### src/rtl/multicycle_control_unit.sv
// Multicycle ARM-subset control unit: Moore sequencer, NZCV flag register,
// condition evaluation and per-state datapath controls.
module multicycle_control_unit #(
  parameter int ALU_CTRL_W = 4,
  parameter bit COND_CHECK = 1'b1
) (
  input  logic                  clk,
  input  logic                  rst,
  input  logic [3:0]            cond,
  input  logic [1:0]            op,
  input  logic [5:0]            funct,
  input  logic [3:0]            rd,
  input  logic [3:0]            alu_flags,
  output logic                  pc_write,
  output logic                  ir_write,
  output logic                  adr_src,
  output logic                  mem_write,
  output logic                  reg_write,
  output logic [1:0]            result_src,
  output logic [1:0]            alu_src_a,
  output logic [1:0]            alu_src_b,
  output logic [1:0]            imm_src,
  output logic [ALU_CTRL_W-1:0] alu_control,
  output logic [1:0]            reg_src,
  output logic [3:0]            flags,
  output logic [3:0]            state
);

  typedef enum logic [3:0] {
    S_FETCH  = 4'd0,
    S_DECODE = 4'd1,
    S_MEMADR = 4'd2,
    S_MEMRD  = 4'd3,
    S_MEMWB  = 4'd4,
    S_MEMWR  = 4'd5,
    S_EXECR  = 4'd6,
    S_EXECI  = 4'd7,
    S_ALUWB  = 4'd8,
    S_BRANCH = 4'd9
  } state_t;

  localparam logic [2:0] ALU_ADD = 3'd0;
  localparam logic [2:0] ALU_SUB = 3'd1;
  localparam logic [2:0] ALU_AND = 3'd2;
  localparam logic [2:0] ALU_ORR = 3'd3;
  localparam logic [2:0] ALU_LSL = 3'd4;
  localparam logic [2:0] ALU_LSR = 3'd5;

  state_t     st, st_nx;
  logic       pass, cond_ex, cond_ex_q;
  logic [2:0] dp_alu, alu_c;
  logic       dp_wb, dp_cmp, flag_upd;
  logic       pc_w, ir_w, mem_w, reg_w;
  logic       n, z, c, v;

  assign {n, z, c, v} = flags;

  always_comb begin
    pass = 1'b0;
    case (cond)
      4'b0000: pass = z;
      4'b0001: pass = !z;
      4'b0010: pass = c;
      4'b0011: pass = !c;
      4'b0100: pass = n;
      4'b0101: pass = !n;
      4'b0110: pass = v;
      4'b0111: pass = !v;
      4'b1000: pass = c & !z;
      4'b1001: pass = !c | z;
      4'b1010: pass = (n == v);
      4'b1011: pass = (n != v);
      4'b1100: pass = !z & (n == v);
      4'b1101: pass = z | (n != v);
      4'b1110: pass = 1'b1;
      default: pass = 1'b0;
    endcase
  end

  assign cond_ex = COND_CHECK ? pass : 1'b1;

  always_comb begin
    dp_alu = ALU_ADD;
    dp_wb  = 1'b1;
    dp_cmp = 1'b0;
    case (funct[4:1])
      4'b0100: dp_alu = ALU_ADD;
      4'b0010: dp_alu = ALU_SUB;
      4'b0000: dp_alu = ALU_AND;
      4'b1100: dp_alu = ALU_ORR;
      4'b1101: dp_alu = ALU_LSL;
      4'b1110: dp_alu = ALU_LSR;
      4'b1010: begin
        dp_alu = ALU_SUB;
        dp_wb  = 1'b0;
        dp_cmp = 1'b1;
      end
      default: dp_wb = 1'b0;
    endcase
  end

  // Unknown cmds neither write back nor touch the flags, even with S set
  assign flag_upd = (st == S_EXECR || st == S_EXECI) & cond_ex_q
                  & ((funct[0] & dp_wb) | dp_cmp);

  always_ff @(posedge clk or posedge rst) begin
    if (rst) begin
      st        <= S_FETCH;
      flags     <= 4'b0000;
      cond_ex_q <= 1'b0;
    end else begin
      st <= st_nx;
      if (st == S_DECODE)
        cond_ex_q <= cond_ex;
      if (flag_upd)
        flags <= alu_flags;
    end
  end

  always_comb begin
    st_nx      = S_FETCH;
    pc_w       = 1'b0;
    ir_w       = 1'b0;
    mem_w      = 1'b0;
    reg_w      = 1'b0;
    adr_src    = 1'b0;
    result_src = 2'd0;
    alu_src_a  = 2'd0;
    alu_src_b  = 2'd0;
    imm_src    = 2'd0;
    alu_c      = ALU_ADD;
    case (st)
      S_FETCH: begin
        st_nx      = S_DECODE;
        ir_w       = 1'b1;
        pc_w       = 1'b1;
        alu_src_a  = 2'd1;
        alu_src_b  = 2'd2;
        result_src = 2'd2;
      end
      S_DECODE: begin
        alu_src_a  = 2'd1;
        alu_src_b  = 2'd2;
        result_src = 2'd2;
        case (op)
          2'b00:   st_nx = funct[5] ? S_EXECI : S_EXECR;
          2'b01:   st_nx = S_MEMADR;
          2'b10:   st_nx = S_BRANCH;
          default: st_nx = S_FETCH;
        endcase
      end
      S_MEMADR: begin
        st_nx     = funct[0] ? S_MEMRD : S_MEMWR;
        alu_src_b = 2'd1;
        imm_src   = 2'd1;
        alu_c     = funct[3] ? ALU_ADD : ALU_SUB;
      end
      S_MEMRD: begin
        st_nx   = S_MEMWB;
        adr_src = 1'b1;
      end
      S_MEMWB: begin
        result_src = 2'd1;
        reg_w      = cond_ex_q & (rd != 4'hF);
        pc_w       = cond_ex_q & (rd == 4'hF);
      end
      S_MEMWR: begin
        adr_src = 1'b1;
        mem_w   = cond_ex_q;
      end
      S_EXECR: begin
        st_nx = S_ALUWB;
        alu_c = dp_alu;
      end
      S_EXECI: begin
        st_nx     = S_ALUWB;
        alu_src_b = 2'd1;
        alu_c     = dp_alu;
      end
      S_ALUWB: begin
        reg_w = dp_wb & cond_ex_q & (rd != 4'hF);
        pc_w  = dp_wb & cond_ex_q & (rd == 4'hF);
      end
      S_BRANCH: begin
        alu_src_b  = 2'd1;
        imm_src    = 2'd2;
        result_src = 2'd2;
        pc_w       = cond_ex_q;
      end
      default: st_nx = S_FETCH;
    endcase
  end

  assign pc_write    = pc_w & ~rst;
  assign ir_write    = ir_w & ~rst;
  assign mem_write   = mem_w & ~rst;
  assign reg_write   = reg_w & ~rst;
  assign alu_control = ALU_CTRL_W'(alu_c);
  assign reg_src     = {op == 2'b01, op == 2'b10};
  assign state       = st;

endmodule
### config.mk
export PLATFORM = sky130hd
export DESIGN_NAME = multicycle_control_unit
export DESIGN_NICKNAME = d
export VERILOG_FILES = /design/src/rtl/multicycle_control_unit.sv
export SDC_FILE = /design/constraint.sdc
export NUM_CORES = 1
export LEC_CHECK = 0
export CAP_MARGIN = 20
export CORE_AREA = 8 8 60 62
export CTS_CLUSTER_DIAMETER = 100
export DETAILED_ROUTE_END_ITERATION = 16
export DIE_AREA = 0 0 68 70
export PLACE_DENSITY = 0.77
export SLEW_MARGIN = 25
export SYNTH_ARGS = -nofsm -noshare
export SYNTH_HDL_FRONTEND = slang
export SYNTH_SLANG_ARGS = --single-unit
### constraint.sdc
create_clock -name clk -period 3.6 [get_ports clk]
set_input_delay 0.9 -clock clk [delete_from_list [all_inputs] [get_ports clk]]
set_output_delay 0.9 -clock clk [all_outputs]
set_load 0.02 [all_outputs]
==> run metrics, run 1 <==
post-route ant nets=0; Seq cells post-synth=9; DRT Pass-1 Iters=4; clock latency on the worst-skew pair=0.25 ns; WP data required=2.70 ns; final net count=182; Tcrit/Tclk final=96.3%; Post-DP HPWL=2300 um; Starting Density=33.5%; number of I/O pins=49; GP Congestion=0.903; cells after synthesis=114; CTS Hold Bufs=0; DR WL/cell=14.6 um; max cap viols=0; Yosys cell types=39; vias in the first global route=979; Clock Tree Root=clkbuf_4; Post-CTS Setup Bufs=0; CTS tree=built; vias per inst=5.22; vias after detailed routing=992; Num CTS Buffers=3; DRT iter0 DRCs=38; # diodes=0; # placed instances=186; crit path DAT=2.57 ns; Min-Delay Path Class=flop to flop; unrepaired setup endpoints after global routing=no; initial antenna violation count=0; PortBufs=46; VDD IR max=434 uV; met1 usage=13.1%; Max Root-Sink Buffers=2; post-synthesis async set-or-reset flop share=100%; area grow syn2layout=56.2%; critical path peak fanout=5; FF+latch area=225 sq um; clock-pin slew on the worst setup and hold paths=0.05 ns; total negative slack=0 ns; Die Y=70 um; critical path class=input pin to output pin; endpoints failing hold=0; Cell Area, Placed=0.00137 sq mm; Post-synth EDFFs=0; CP Launch Type=input pin; Synth Flop Type=dfrtp_1; synthesized cell area=891 sq um; syn avg cell area=7.81 sq um; Crit. End Element=output pin; # H-tree levels=1; clock skew after layout=0.00133 ns; Die Wd=68 um; Post-Layout Cell Count=190; Core ar.=0.00266 sq mm; CTS sink cnt=9; Leak=0.587 nW; Peak Freq=289 MHz; Warnings, synthesis=0; area occupied by multi-input gates=599 sq um; relative slew slack=66.0%; pin slew with the least headroom to its limit=0.509 ns; Slew Limit Fails=0; Fill cells=273; PwrDens=737 mW/mm^2; outcome=finished, final reports clean; DRT Wirelength=2780 um; layout cells sized above 1=8.81%; first-pass GRT wire length=4470 um; global-route usage over all layers=11.3%; design area=0.00139 sq mm; # DRC=0; GR met2 Demand/Resource=19.2%; # setup viols final=0; sequential share of the synthesized area=25.3%; GRT overflow=0; met3 Track Usage GR=3.19%; minimum clock period=3.47 ns; die area=0.00476 sq mm; GRT Max-Usage Layer=met2; largest net degree at the start of global routing=19; row cnt=19
flip-flops by register name, summed over array words and instances (netlist names):
register   count
cond_ex_q      1
state          4
flags          4
layout by cell type, fill, tap and decap left out, drive strengths merged, types with 4 or more instances in the layout:
cell           count
clkdlybuf4s50     43
nor2              11
dfrtp              9
nor2b              8
nand2              6
nor3               6
o21ai              6
a21oi              6
xnor2              4
a31oi              4
inv                4
buf                4
clkbuf             4
mux2               4
metal layers:
metal  up-vias  wire (um)
met1       456       1140
met4         0         29
li1        496          -
met2        36       1360
met5         -          0
met3         4        253
critical path: stages:
cell,delay (ns)
clkdlybuf4s50_1,0.55
nand2_1,0.09
buf_4,0.15
nor3_1,0.21
clkdlybuf4s50_1,0.66
area by class of cell:
cell class,count,share of cell area (%)
Clock buffer,4,1.89
Tap cell,31,2.79
Timing Repair Buffer,50,35.0
Sequential cell,9,16.2
Inverter,4,1.08
Multi-Input combinational cell,92,43.1
cells in the mapped netlist (3+ instances only):
library cell	number	area share [%]
nor2_1	10	4.2
dfrtp_1	9	25
nor2b_1	8	5.6
a21oi_1	6	3.4
nand2_1	6	2.5
nor3_1	6	3.4
o21ai_0	6	3.4
clkbuf_1	5	2.1
a31oi_1	4	2.8
inv_1	4	1.7
xnor2_1	4	3.9
nand2b_1	3	2.1
nand3_1	3	1.7
nor3b_1	3	2.5
o32ai_1	3	2.9
xor2_1	3	2.9
what timing repair did:
item                                   CTS  global route
setup endpoints to repair                3             0
endpoints found under the hold margin    0             0
resized for setup                        3             0
report_power, final:
part / switching, W / internal (W)
registers: 0.000108 / 0.000147
clock network: 0.0000302 / 0.0000424
logic: 0.000347 / 0.000351
total: 0.000485 / 0.000540
worst paths after layout:
path                                        endpoint  depth (start not counted)                 start  slack (ns)
worst max register to register  flags[3]$_DFFE_PP0P_                          4    state[2]$_DFF_PP0_        1.90
worst min register to register  flags[0]$_DFFE_PP0P_                          1  flags[0]$_DFFE_PP0P_        0.62
worst min-delay path            flags[0]$_DFFE_PP0P_                          1  flags[0]$_DFFE_PP0P_        0.62
max in group asynchronous       flags[1]$_DFFE_PP0P_                          2                   rst        2.34
min in group asynchronous       flags[2]$_DFFE_PP0P_                          2                   rst        1.02
worst max-delay path                  alu_control[2]                          5              funct[3]        0.13
through the flow:
step / hold slack, ns / util, % / power, W / setup slack, ns
finish: 0.619 / 52.3 / 0.00103 / 0.134
global route: 0.666 / 52.3 / 0.00111 / 0.0751
CTS: 0.624 / 52.3 / 0.00104 / 0.123
detailed placement: 0.607 / 51.4 / 0.000964 / -0.0501
global placement: 0.593 / 51.4 / 0.000950 / 0.00711
floorplan: 0.608 / - / 0.000653 / 0.660
logic make-up after synthesis:
family / share of synthesized area, %
other: 0.421
XOR/XNOR: 6.88
flip-flops: 25.3
AND/OR/NAND/NOR: 33.6
buffers and inverters: 7.86
AO/OA/AOI/OAI: 18.7
multiplexers: 7.30
(Power assumes the default switching activity.)
==> run 2: changes to the inputs <==
Settings changed: SETUP_SLACK_MARGIN set to 0.2.
==> run 2 against run 1 <==
  * Power grew 0.40%
  * Worst setup slack better by 0.15 ns
  * Register-to-register slack barely moved
  * Final cell count did not move
  * First-iteration DRC count grew 7.9%
  * Flip-flop and latch count is the same
  * Via count fell by 1.3%
  * Die area unchanged
  * Wire length shrank 0.18%
  * Sequential share of layout area decreased by 0.14 points
  * Combinational power is essentially flat
  * Sequential power barely moved
  * Largest cell class unchanged
==> run metrics, run 2 (same netlist as run 1, synthesis figures left out) <==
CTS Hold Bufs=0; Core ar.=0.00266 sq mm; most frequent cells in the layout=clkdlybuf4s50_1 (39), nor2_1 (10), dfrtp_1 (9); met1 usage=13.1%; die area=0.00476 sq mm; max cap viols=0; DRT Wirelength=2780 um; Crit. End Element=output pin; post-route ant nets=0; # H-tree levels=1; Post-DP HPWL=2300 um; first-pass GRT wire length=4470 um; FF-to-FF path depth=4; Die Wd=68 um; largest net degree at the start of global routing=19; Num CTS Buffers=3; Post-CTS Setup Bufs=0; number of I/O pins=49; initial antenna violation count=0; WP data required=2.70 ns; clock skew after layout=0.00129 ns; RR Endpoint=flags[3]$_DFFE_PP0P_; pin slew with the least headroom to its limit=0.524 ns; DR WL/cell=14.6 um; relative slew slack=65.1%; GP Congestion=0.903; CTS sink cnt=9; endpoints failing hold=0; final net count=182; worst setup path start=funct[1]; Leak=0.627 nW; vias after detailed routing=979; Tcrit/Tclk final=92.2%; overall power=0.00103 W; minimum clock period=3.32 ns; Min-Delay Path Class=flop to flop; Die Y=70 um; # placed instances=186; min-delay src=flags[0]$_DFFE_PP0P_; critical path class=input pin to output pin; row cnt=19; PwrDens=733 mW/mm^2; met3 Track Usage GR=3.19%; reg2reg setup slack=1.89 ns; Slew Limit Fails=0; CTS tree=built; commonest non-fill, non-tap cell in the layout=clkdlybuf4s50_1; vias in the first global route=979; Starting Density=33.5%; Clock Tree Root=clkbuf_4; PortBufs=46; DRT iter0 DRCs=41; Max Root-Sink Buffers=2; Peak Freq=301 MHz; outcome=finished, final reports clean; # setup viols final=0; clock latency on the worst-skew pair=0.25 ns; layout cells sized above 1=9.43%; clock-pin slew on the worst setup and hold paths=0.05 ns; GRT overflow=0; CP endpoint=pc_write; area grow syn2layout=57.6%; unrepaired setup endpoints after global routing=no; crit path DAT=2.42 ns; GRT Max-Usage Layer=met2; critical path peak fanout=5; # diodes=0; DRT Pass-1 Iters=5; Crit Reg-Reg Startpoint=state[2]$_DFF_PP0_; vias per inst=5.15; global-route usage over all layers=11.3%; CP Launch Type=input pin; VDD IR max=429 uV; GR met2 Demand/Resource=19.2%; # DRC=0; Post-Layout Cell Count=190
[run 2: worst min path at each step]
stage	end	slack, ns	cells past startpoint
2_1_floorplan	cond_ex_q$_DFFE_PP0P_	0.61	2
3_3_place_gp	flags[1]$_DFFE_PP0P_	0.59	1
3_5_place_dp	flags[0]$_DFFE_PP0P_	0.61	1
4_1_cts	flags[0]$_DFFE_PP0P_	0.62	1
5_1_grt	flags[1]$_DFFE_PP0P_	0.67	1
6_report	flags[0]$_DFFE_PP0P_	0.62	1
[run 2: where the power goes]
part	internal, W	total (W)	switching, W
logic	0.000352	0.000701	0.000348
clock network	0.0000424	0.0000726	0.0000302
registers	0.000147	0.000256	0.000109
[run 2: per-stage QoR]
stage	cell area [sq um]	hold slack [ns]	worst slack, ns	util, %	TNS [ns]
after global placement	1370	0.593	0.00711	51.4	0
after floorplan	895	0.608	0.660	-	0
after CTS	1390	0.624	0.199	52.2	0
after global routing	1400	0.666	0.219	52.7	0
final	1400	0.619	0.281	52.7	0
after detailed placement	1370	0.607	-0.0501	51.4	-0.106
[run 2: metal layers]
metal,up-vias,routed length [um]
li1,496,-
met1,449,1150
met2,30,1360
met3,4,230
met4,0,28
met5,-,0
[run 2: critical path, stage by stage]
cell	delay, ns
clkdlybuf4s50_1	0.55
o21a_1	0.15
o22ai_1	0.07
a21o_1	0.20
a41o_1	0.22
dlygate4sd2_1	0.32
[run 2: repair_timing]
item	4_1_cts	5_1_grt
resized for setup	4	5
pin swaps	0	1
endpoints found under the hold margin	0	0
endpoints found under the setup margin	4	4
[run 2: layout make-up]
type	count	area, sq um
Clock buffer	4	26.3
Multi-Input combinational cell	92	604
Fill cell	272	1260
Sequential cell	9	225
Inverter	4	15.0
Timing Repair Buffer	50	494
Tap cell	31	38.8
==> patch 1: new RTL, flow settings as in run 2 <==
Set the parameter `COND_CHECK` to 1'b0 (it was 1'b1).
--- a/src/rtl/multicycle_control_unit.sv
+++ b/src/rtl/multicycle_control_unit.sv
@@ -4,3 +4,3 @@
   parameter int ALU_CTRL_W = 4,
-  parameter bit COND_CHECK = 1'b1
+  parameter bit COND_CHECK = 1'b0
 ) (
Function: changed (Yosys sat finds a counterexample within 4 cycles, from zero or initial values and one cycle with rst high).
==> patch 1 against run 2 <==
- power shrank 19%
- worst hold slack lost 0.12 ns
- sequential share of layout area grew 3.5 points
- area after synthesis shrank 25%
- design area shrank 18%
- combinational power shrank 21%
- synthesized cell count shrank 31%
- wire length shrank 17%
- clock skew grew 0.00062 ns
- via count shrank 23%
- setup slack gained 0.059 ns
- critical path depth is the same
- sequential cell count is the same
- critical path type unchanged
==> patch 1: results (changes against run 2) <==
| Metric | Value |
|---|---|
| Outcome | `completed` |
| Ys Warns | `0 (unchanged)` |
| Placer congestion estimate | `0.782 (-13%)` |
| Register-to-Register Setup Slack | `2.02 ns (+0.13 ns)` |
| CTS clk-pin slew, worst paths | `0.06 ns` |
| Dpl ws | `-0.0779 ns (-0.0278 ns)` |
| Latest clock arrival within the worst-skew pair | `0.25 ns (about the same)` |
| P_leak | `0.510 nW (-19%)` |
| Worst clock skew | `0.00191 ns (+0.000619 ns)` |
| Met1 Use GR | `0.111 (-0.0193)` |
| NumNets Final | `148 (-19%)` |
| Reg2reg end | `flags[3]` |
| Compound-gate portion of the synthesized area | `0.148 (-0.0391)` |
| Largest net degree at the start of global routing | `18 (-1)` |
| DRT Pass-1 Iters | `4 (-1)` |
| Avg WL per Cell | `14.8 um (+1.6%)` |
| Syn avg cell area | `8.47 um^2 (+8.4%)` |
| Comb pwr share | `0.660 (-0.021)` |
| Top cells by count, synth | `dfrtp_1 (9), nor2_1 (9), nand2_1 (5)` |
| GRT met3 Usage | `0.0351 (+0.00319)` |
| Highest routed layer | `met4` |
| Worst EP arrival | `2.36 ns (-0.06 ns)` |
| HP Start | `flags[2]` |
| Met3 wire len | `255 um (+11%)` |
| Fraction of final layout cells sized beyond drive strength 1 | `0.120 (+0.0257)` |
| Overall routing resource usage | `0.105 (-0.00846)` |
| P_int | `442 uW (-18%)` |
| Synth top area cells | `dfrtp_1 (34%), nor2_1 (5.0%), mux2_1 (5.0%)` |
| Slowest stage delay, CP | `0.54 ns` |
| First-pass GRT wire length | `4020 um (-10%)` |
| Rel. slew slack | `0.666 (+0.0156)` |
| Post-DP HPWL | `1950 um (-15%)` |
| P_clk | `75.0 uW (+3.3%)` |
| Vias in the first global route | `883 (-9.8%)` |
| Initial DRC Count | `34 (-17%)` |
| Peak VDD IR | `0.315 mV (-26%)` |
| Seq/Total Area, Yosys | `0.336 (+0.0836)` |
| PortBufs | `42 (-8.7%)` |
| Hold Slack | `0.503 ns (-0.115 ns)` |
| CP startpoint | `funct[2]` |
| Met2 usage | `0.188 (-0.00418)` |
| Highest Clock Rate | `307 MHz (+1.8%)` |
| WHS Endpoint | `flags[2]` |
| Area after DPL | `1130 um^2 (-17%)` |
| Switching share of power | `0.471 (-0.00342)` |
| Worst reg2reg path startpoint | `state[3]` |
| Hold path depth | `1 (unchanged)` |
| Final Non-Filler Cells | `156 (-18%)` |
| Metal2 WL | `1170 um (-14%)` |
| Yosys cell types | `35 (-10%)` |
| CP max FO | `4 (-1)` |
| Post-route ant nets | `0 (unchanged)` |
| Hold WC Path Type | `register to register` |
| Vias/cell | `4.84 (-6.1%)` |
| Post-synth top flop | `dfrtp_1` |
| Initial antenna violation count | `0 (unchanged)` |
| Post-synthesis mux area share | `0.0879 (+0.0148)` |
| M1 WL | `881 um (-24%)` |
| Post-synthesis xor/xnor area fraction | `0.0523 (-0.0165)` |
==> patch 1: worst max-delay path by stage <==
stage                      to  depth (start not counted)
5_1_grt             reg_write                          6
3_3_place_gp        reg_write                          6
6_report       alu_control[0]                          6
4_1_cts             reg_write                          6
3_5_place_dp        reg_write                          6
2_1_floorplan        pc_write                          4
==> patch 1: cells by family after synthesis <==
kind of cell,Yosys count
compound gates,15
flops,9
other cells,1
buf+inv,9
simple gates,36
mux,5
xor+xnor,4
==> patch 1: critical path, delay by kind of cell <==
family	cells	cell delay [ns]
AO/OA/AOI/OAI	2	0.39
AND/OR/NAND/NOR	1	0.04
buffers and inverters	3	1.02
==> patch 1: what timing repair did <==
item                       CTS  global route
resized for setup            4             7
hold endpoints to repair     0             0
setup endpoints to repair    4             3
==> patch 1: final cells by class <==
type                       count  area (um^2)
timing repair buffer          46          440
inverter                       4         15.0
multi-input combinational     62          404
clock buffer                   4         26.3
tap                           31         38.8
fill                         278         1510
sequential                     9          225
==> patch 2: new RTL, settings of run 2 <==
Without the edit above. Reset style: synchronous (`rst`), changed in one clocked block.
--- a/src/rtl/multicycle_control_unit.sv
+++ b/src/rtl/multicycle_control_unit.sv
@@ -105,3 +105,3 @@
 
-  always_ff @(posedge clk or posedge rst) begin
+  always_ff @(posedge clk) begin
     if (rst) begin
Function: differs if rst is asserted again (counterexample within 4 cycles, from zero or initial values and one cycle with rst high); with rst held inactive, the same outputs for 10 cycles.
==> patch 2 against run 2 <==
- design area is 1.4% lower
- sequential cell count stayed put
- final cell count is 2.1% higher
- wire length is 3.5% higher
- worst hold slack worse by 0.065 ns
- maximum frequency is 2.5% higher
- setup slack better by 0.082 ns
- area after synthesis is 2.9% lower
Power is left out: it rests on default switching activity, and per cell area and clock period it moved more than threefold.
==> patch 2: results (changes against run 2) <==
| Metric | Value |
|---|---|
| Outcome | `completed` |
| Ys Warns | `0 (unchanged)` |
| Slowest stage delay, CP | `0.52 ns (-0.03 ns)` |
| CP max FO | `3 (-2)` |
| Vias | `1025 (+4.7%)` |
| Worst r2r path cells | `5 (+1)` |
| Hold path depth | `2 (+1)` |
| Placer congestion estimate | `0.935 (+3.5%)` |
| HP Start | `flags[1]` |
| Root buf cell | `clkbuf_4` |
| Worst slew pin tran | `0.552 ns (+0.0278 ns)` |
| NumNets Final | `186 (+2.2%)` |
| Register-to-Register Setup Slack | `1.78 ns (-0.11 ns)` |
| ANT cells | `0 (unchanged)` |
| Vias in the first global route | `1084 (+11%)` |
| Reg2reg end | `flags[2]` |
| Worst clock skew | `0.00299 ns (+0.00170 ns)` |
| Post-synth top flop | `dfxtp_1` |
| CP startpoint | `funct[3]` |
| Initial DRC Count | `32 (-22%)` |
| PortBufs | `46 (unchanged)` |
| Hold WC Path Type | `register to register` |
| Synth top area cells | `dfxtp_1 (21%), mux2i_1 (8.1%), nor3_1 (6.9%)` |
| Seq/Total Area, Yosys | `0.208 (-0.0444)` |
| Initial antenna violation count | `0 (unchanged)` |
| Overall routing resource usage | `0.122 (+0.00894)` |
| First-pass GRT wire length | `4850 um (+8.5%)` |
| Ys async rst share | `0 (-1.00)` |
| Yosys cell types | `41 (+5.1%)` |
| Worst reg2reg path startpoint | `state[1]` |
| DRT Pass-1 Iters | `4 (-1)` |
| Largest net degree at the start of global routing | `19 (unchanged)` |
| Area after DPL | `1360 um^2 (-0.73%)` |
| Top cells by count, synth | `nor3_1 (12), dfxtp_1 (9), a21oi_1 (7), clkbuf_1 (7), mux2i_1 (7)` |
| Routed WL | `2870 um (+3.5%)` |
| CTS clk-pin slew, worst paths | `0.06 ns` |
| Post-DP HPWL | `2400 um (+4.1%)` |
| Fraction of final layout cells sized beyond drive strength 1 | `0.0982 (+0.00382)` |
| Total CTS buffers | `3 (unchanged)` |
| Worst EP arrival | `2.34 ns (-0.08 ns)` |
patch 2: area by class of cell:
| cell class | instances | area (um^2) |
|---|---|---|
| Fill cell | 273 | 1280 |
| Multi-Input combinational cell | 94 | 616 |
| Timing Repair Buffer | 53 | 512 |
| Sequential cell | 9 | 180 |
| Tap cell | 31 | 38.8 |
| Clock buffer | 4 | 26.3 |
| Inverter | 3 | 11.3 |
patch 2: cells by family (layout without fill, tap and decap cells):
group,after synthesis,after routing,synth area share
flops,9,9,0.208
buf+inv,16,60,0.0839
simple gates,53,53,0.368
compound gates,25,25,0.184
other cells,1,2,0.00434
xor+xnor,7,7,0.0709
mux,7,7,0.0810
patch 2: per-layer routing:
metal | vias to the layer above | GRT usage | part of all wire
li1 | 511 | - | -
met1 | 476 | 0.134 | 0.38
met2 | 35 | 0.214 | 0.52
met3 | 3 | 0.0510 | 0.089
met4 | 0 | 0.0182 | 0.0024
met5 | - | 0 | 0
patch 2: per-stage QoR:
stage | setup slack (ns) | utilization | instances | hold WS (ns)
after detailed placement | -0.00416 | 0.510 | 190 | 0.548
after CTS | 0.204 | 0.518 | 194 | 0.557
after global routing | 0.254 | 0.520 | 194 | 0.586
final | 0.363 | 0.520 | 194 | 0.553
after floorplan | 0.809 | - | 119 | 0.528
after global placement | 0.00614 | 0.510 | 190 | 0.545
patch 2: worst min path at each step:
stage	slack [ns]	endpoint
after CTS	0.56	flags[1]
after global placement	0.54	flags[1]
after global routing	0.59	flags[1]
after detailed placement	0.55	flags[1]
final	0.55	flags[1]
after floorplan	0.53	cond_ex_q
patch 2: what timing repair did:
action                                 in CTS  in global routing
endpoints found under the hold margin       0                  0
setup endpoints to repair                   5                  4
resized for setup                           5                  7
setup buffers                               0                  0
